`config.mk`:
```
export PLATFORM = sky130hd
export DESIGN_NAME = store_buffer
export DESIGN_NICKNAME = d
export VERILOG_FILES = /design/src/rtl/store_buffer.sv
export SDC_FILE = /design/constraint.sdc
export NUM_CORES = 1
export LEC_CHECK = 0
export BUFFER_PORTS_ARGS = -buffer_cell sky130_fd_sc_hd__buf_2
export CELL_PAD_IN_SITES_DETAIL_PLACEMENT = 1
export CELL_PAD_IN_SITES_GLOBAL_PLACEMENT = 1
export CORE_MARGIN = 2
export CORE_UTILIZATION = 35
export CTS_BUF_LIST = sky130_fd_sc_hd__clkbuf_2 sky130_fd_sc_hd__clkbuf_4 sky130_fd_sc_hd__clkbuf_8
export DETAILED_ROUTE_END_ITERATION = 8
export HOLD_SLACK_MARGIN = 0.1
export PLACE_DENSITY = 0.63
export SLEW_MARGIN = 20
export SYNTH_ARGS = -nofsm -noshare
export SYNTH_HDL_FRONTEND = slang
export SYNTH_SLANG_ARGS = --single-unit
```
`constraint.sdc`:
```
create_clock -name clk -period 10.6 [get_ports clk]
set_input_delay 3.18 -clock clk [delete_from_list [all_inputs] [get_ports clk]]
set_output_delay 3.18 -clock clk [all_outputs]
set_load 0.01 [all_outputs]
```
`src/rtl/store_buffer.sv`:
```
// store_buffer
//   Posted-write FIFO between the MEM stage and the data memory. Word stores
//   are accepted in one cycle. They are drained to the memory write port one
//   per cycle whenever that port is not taken by a load. Loads that hit a
//   buffered word get its youngest copy forwarded.
//
// Ports
//   clk, rst          clock, synchronous active-high reset
//   stValid/stAdr/stData/stReady
//                     store request from the pipeline (word granular)
//   ldAdr/ldHit/ldData
//                     combinational load lookup against buffered stores
//   memBusy           memory port taken by a load this cycle (blocks drain)
//   memAdr/writeData/memWrite
//                     drain port to data memory (head entry)
//   empty             no pending stores (fence / halt)
module store_buffer #(
  parameter int DEPTH  = 4,
  parameter int ADDR_W = 32,
  parameter int DATA_W = 32
) (
  input  logic              clk,
  input  logic              rst,
  input  logic              stValid,
  input  logic [ADDR_W-1:0] stAdr,
  input  logic [DATA_W-1:0] stData,
  output logic              stReady,
  input  logic [ADDR_W-1:0] ldAdr,
  output logic              ldHit,
  output logic [DATA_W-1:0] ldData,
  input  logic              memBusy,
  output logic [ADDR_W-1:0] memAdr,
  output logic [DATA_W-1:0] writeData,
  output logic              memWrite,
  output logic              empty
);

  localparam int PTR_W  = $clog2(DEPTH);
  localparam int CNT_W  = PTR_W + 1;
  localparam int WADR_W = ADDR_W - 2;
  localparam logic [CNT_W-1:0] FULL_CNT = CNT_W'(DEPTH);

  // Entry storage stays in registers: forwarding reads every entry at once.
  logic [WADR_W-1:0] adrArr  [DEPTH];
  logic [DATA_W-1:0] dataArr [DEPTH];

  logic [PTR_W-1:0] headReg;
  logic [PTR_W-1:0] tailReg;
  logic [CNT_W-1:0] countReg;

  logic             push;
  logic             drain;
  logic [DEPTH-1:0] match;
  logic [PTR_W-1:0] ageIdx [DEPTH];

  // Byte-lane bits of the addresses are intentionally ignored.
  logic unusedBits;
  assign unusedBits = ^{stAdr[1:0], ldAdr[1:0]};

  // stReady looks only at count, so a full buffer refuses a store even in a
  // cycle where it drains.
  assign stReady   = (countReg != FULL_CNT);
  assign empty     = (countReg == '0);
  assign memWrite  = !empty && !memBusy;
  assign push      = stValid && stReady;
  assign drain     = memWrite;
  assign memAdr    = {adrArr[headReg], 2'b00};
  assign writeData = dataArr[headReg];

  generate
    for (genvar gi = 0; gi < DEPTH; gi++) begin : gEntry
      logic [PTR_W-1:0] age;
      // Distance from head. An entry is occupied when this is below count.
      // Wraps naturally because DEPTH is a power of two.
      assign age         = PTR_W'(gi) - headReg;
      assign match[gi]   = ({1'b0, age} < countReg) &&
                           (adrArr[gi] == ldAdr[ADDR_W-1:2]);
      // Physical index of the gi-th oldest entry.
      assign ageIdx[gi]  = headReg + PTR_W'(gi);
    end
  endgenerate

  // Walk from oldest to youngest so that the last match wins.
  always_comb begin
    ldHit  = |match;
    ldData = '0;
    for (int k = 0; k < DEPTH; k++) begin
      if (match[ageIdx[k]]) begin
        ldData = dataArr[ageIdx[k]];
      end
    end
  end

  // Entry payload. It needs no reset because occupancy is tracked by count.
  always_ff @(posedge clk) begin
    if (push) begin
      adrArr[tailReg]  <= stAdr[ADDR_W-1:2];
      dataArr[tailReg] <= stData;
    end
  end

  always_ff @(posedge clk) begin
    if (rst) begin
      headReg  <= '0;
      tailReg  <= '0;
      countReg <= '0;
    end else begin
      if (push) begin
        tailReg <= tailReg + PTR_W'(1);
      end
      if (drain) begin
        headReg <= headReg + PTR_W'(1);
      end
      case ({push, drain})
        2'b10:   countReg <= countReg + CNT_W'(1);
        2'b01:   countReg <= countReg - CNT_W'(1);
        default: countReg <= countReg;
      endcase
    end
  end

endmodule

```
==> impl_metrics.env <==
export IMPL_post_synth_top_area_cell="edfxtp_1"
export IMPL_initial_antenna_violation_count=7
export IMPL_crit_path_cell_trace="buf_2 -> xor2_1 -> nor4_1 -> nand4_1 -> a2111oi_4 -> or4b_4 -> nand4_4 -> buf_12 -> nand2_1 -> a31oi_1 -> buf_2"
export IMPL_critical_path_slowest_cell="or4b_4"
export IMPL_reg2regPathDepth=10
export IMPL_synth_edff_count=248
export IMPL_p_leak_nw=5.48
export IMPL_fin_crit_sh=0.900
export IMPL_syn_instance_count=975
export IMPL_path_clk_slew_ps=60
export IMPL_p_sw_mw=1.15
export IMPL_reg2reg_setup_slack_ps=8190
export IMPL_hold_path_class="reg2reg"
export IMPL_final_max_slew_violation_count=0
export IMPL_required_time_worst_endpoint_ps=7420
export IMPL_max_slew_margin=0.436
export IMPL_crit_arrival_ps=6360
export IMPL_total_internal_power_mw=2.26
export IMPL_finalNetCount=1283
export IMPL_rows=72
export IMPL_r2r_end="countReg[2]"
export IMPL_area_delta_synth_final_pct=17.8
export IMPL_first_iter_violations=422
export IMPL_sw_frac_of_total=0.337
export IMPL_run_status="completed"
export IMPL_gp_congestion=0.770
export IMPL_grt_pass1_wl_um=60700
export IMPL_finalHoldViolations=0
export IMPL_detail_route_drc_violations=0
export IMPL_wl_per_cell_um=23.3
export IMPL_met3_length_um=2090
export IMPL_final_layout_size_suffix_gt1_frac=0.350
export IMPL_cts_htree_levels=2
export IMPL_critical_path_depth=11
export IMPL_final_antenna_violating_net_count=0
export IMPL_synthDominantCellAreaShare=0.537
export IMPL_later_pin_clock_latency_in_the_skew_report_ps=600
export IMPL_power_clock_fraction=0.261
export IMPL_setup_tns_final_ps=0
export IMPL_fp_dieArea_um2=41200
export IMPL_power_density_cell_area_nw_per_um2=209
export IMPL_synthesis_area_um2=13900
export IMPL_postSynthAreaPerCell_um2=14.2
export IMPL_cts_num_sinks=257
export IMPL_route_top_layer_used="met5"
export IMPL_viasPerCell=5.36
export IMPL_numPortBuffers=193
export IMPL_timing_max_cap_violations=0
export IMPL_floorplan_core_area_um2=38900
export IMPL_worst_pin_slew_ps=846
export IMPL_final_hpwl_from_detailed_placement_um=27100
export IMPL_power_share_combinational=0.335
export IMPL_pin_count=200
export IMPL_worstReg2RegStart="countReg[1]"
export IMPL_layout_filler_cells=4127
export IMPL_floorplan_die_width_um=203
export IMPL_seqPwrFrac=0.403
export IMPL_grt_start_max_net_pins=76
export IMPL_route_layer_met1_wl_um=15700
export IMPL_ys_seq_area_frac=0.550
export IMPL_critical_path_max_stage_delay_ps=540
export IMPL_synth_top_cells_by_area="edfxtp_1, mux4_2, xor2_1"
export IMPL_cp_max_fo=17
export IMPL_worstPathBufferInverterCount=3
export IMPL_fp_dieH_um=203
export IMPL_dr_wl_met2_um=21600
export IMPL_maximum_operating_frequency_ghz=0.105
export IMPL_critical_path_top_delay_family="simple AND/OR/NAND/NOR gates"
export IMPL_postCtsResizedCells=0
export IMPL_vdd_ir_drop_worst_mv=0.116
export IMPL_final_period_minus_worst_setup_slack_ps=9540
export IMPL_cts_hold_buffers=0
export IMPL_grt_util_all_layers=0.196
export IMPL_clockRootBuffer="clkbuf_8"
export IMPL_synth_cell_types=40
export IMPL_multi_input_area_um2=5950
export IMPL_postCtsSetupBuffers=0
export IMPL_setup_viol=0
export IMPL_first_global_vias=10197
export IMPL_yosys_most_used_dff="edfxtp_1"
export IMPL_via_count=9297
export IMPL_globalRoute_totalOverflow=0
export IMPL_drt_first_pass_iters=4
export IMPL_synth_seq_cells=257
export IMPL_timing_hold_ws_ps=502
export IMPL_cts_made_buffers=46
export IMPL_endpoint="ldData[31]"
export IMPL_worstSetupStartpoint="ldAdr[18]"
export IMPL_drt_total_wl_um=40300
export IMPL_cts_buffer_depth=3
export IMPL_start_util=0.356
export IMPL_asyncSetResetFlopFracSynth=0
export IMPL_tritoncts_clock_tree="done"
export IMPL_worst_setup_path_start_kind="input pin"
export IMPL_synth_yosys_warnings=0
export IMPL_cp_end_kind="output pin"
export IMPL_timing_setup_critical_path_class="in2out"
export IMPL_regArea_um2=7640
export IMPL_fin_skew_ps=27.5
export IMPL_cell_with_the_most_instances_on_the_worst_path="buf_2"
export IMPL_rsz0062_at_grt="no"
-- per-stage QoR --
step                      worst slack (ps)  cell area [µm²]   util  instances  total power [mW]
after floorplan                       2200            13900      -        976              2.15
final                                 1060            16300  0.420       1733              3.41
after global routing                   939            16300  0.419       1729              3.61
after CTS                             1040            16300  0.419       1727              3.46
after global placement                1090            15400  0.396       1642              2.54
after detailed placement              1040            15400  0.396       1642              2.56
-- final cells by class --
| cell class | instances | share of cell area |
|---|---|---|
| diodes | 5 | 0.000766 |
| clock buffers | 59 | 0.0447 |
| clock inverters | 26 | 0.00912 |
| inverters | 10 | 0.00230 |
| multi-input cells | 647 | 0.364 |
| flip-flops and latches | 257 | 0.468 |
| well taps | 518 | 0.0397 |
| repair buffers | 211 | 0.0710 |
-- metal layers --
layer | track usage | vias to the layer above
met3 | 0.0435 | 63
met2 | 0.367 | 212
met4 | 0.0589 | 4
met1 | 0.222 | 4801
li1 | - | 4217
met5 | 0 | -
-- logic make-up after synthesis --
family          Yosys count  share of synthesized area
flops                   257                      0.550
simple gates            206                     0.0680
mux                     161                      0.207
compound gates          142                     0.0621
xor+xnor                126                     0.0796
buf+inv                  72                     0.0232
fa+ha+maj                10                    0.00957
other cells               1                   0.000270
-- layout by cell type, fill, tap and decap left out, types with 32 or more instances in the layout --
cell,netlist,layout
o211ai_1,32,32
xor2_1,89,89
mux2i_1,32,32
mux4_2,95,97
edfxtp_1,248,248
a31oi_1,32,32
nand2_1,135,135
buf_2,8,193
mux2_2,32,32
xnor2_1,37,37
clkbuf_8,0,46
o21ai_0,36,36
-- worst reg2reg max path: cells and delay by family (launching register included) --
kind	cells	cell delay (ps)
adders and majority gates	2	560
and+or+nand+nor	3	820
AOI/OAI and AO/OA	1	140
buffers and inverters	3	350
DFF	1	320
xor gates and xnor gates	1	160
-- registers in the layout (all words and copies together) (netlist names), named ones only --
register  count
adrArr      120
dataArr     128
countReg      3
headReg       2
tailReg       2
-- cells in the mapped netlist, types with 4 or more instances --
master / n
a21oi_1: 9
a31oi_1: 32
and3_1: 4
buf_1: 14
buf_2: 8
clkbuf_1: 35
dfxtp_1: 9
edfxtp_1: 248
ha_1: 9
inv_1: 10
mux2_2: 32
mux2i_1: 32
mux4_2: 95
nand2_1: 135
nand2b_1: 5
nand3_1: 6
nand4_1: 13
nor2_1: 9
nor3_1: 7
nor4_1: 19
o211ai_1: 32
o21ai_0: 36
o21ai_1: 30
xnor2_1: 37
xor2_1: 89
-- how the worst min path moves through the flow --
stage | start | to | cells after the start
after floorplan | tailReg[1] | tailReg[1] | 2
after global placement | tailReg[1] | tailReg[1] | 2
after detailed placement | tailReg[1] | tailReg[1] | 2
after CTS | tailReg[1] | tailReg[1] | 2
after global routing | tailReg[1] | tailReg[1] | 2
final | tailReg[1] | tailReg[1] | 2
-- power by group through the flow --
| stage | Clock, mW | Sequential, mW | Combinational, mW |
|---|---|---|---|
| final | 0.893 | 1.38 | 1.14 |
| after global routing | 0.956 | 1.40 | 1.25 |
| after CTS | 0.919 | 1.38 | 1.16 |
| after detailed placement | 0 | 1.40 | 1.15 |
| after global placement | 0 | 1.40 | 1.14 |
| after floorplan | 0 | 1.30 | 0.854 |
(Power assumes the default switching activity.)
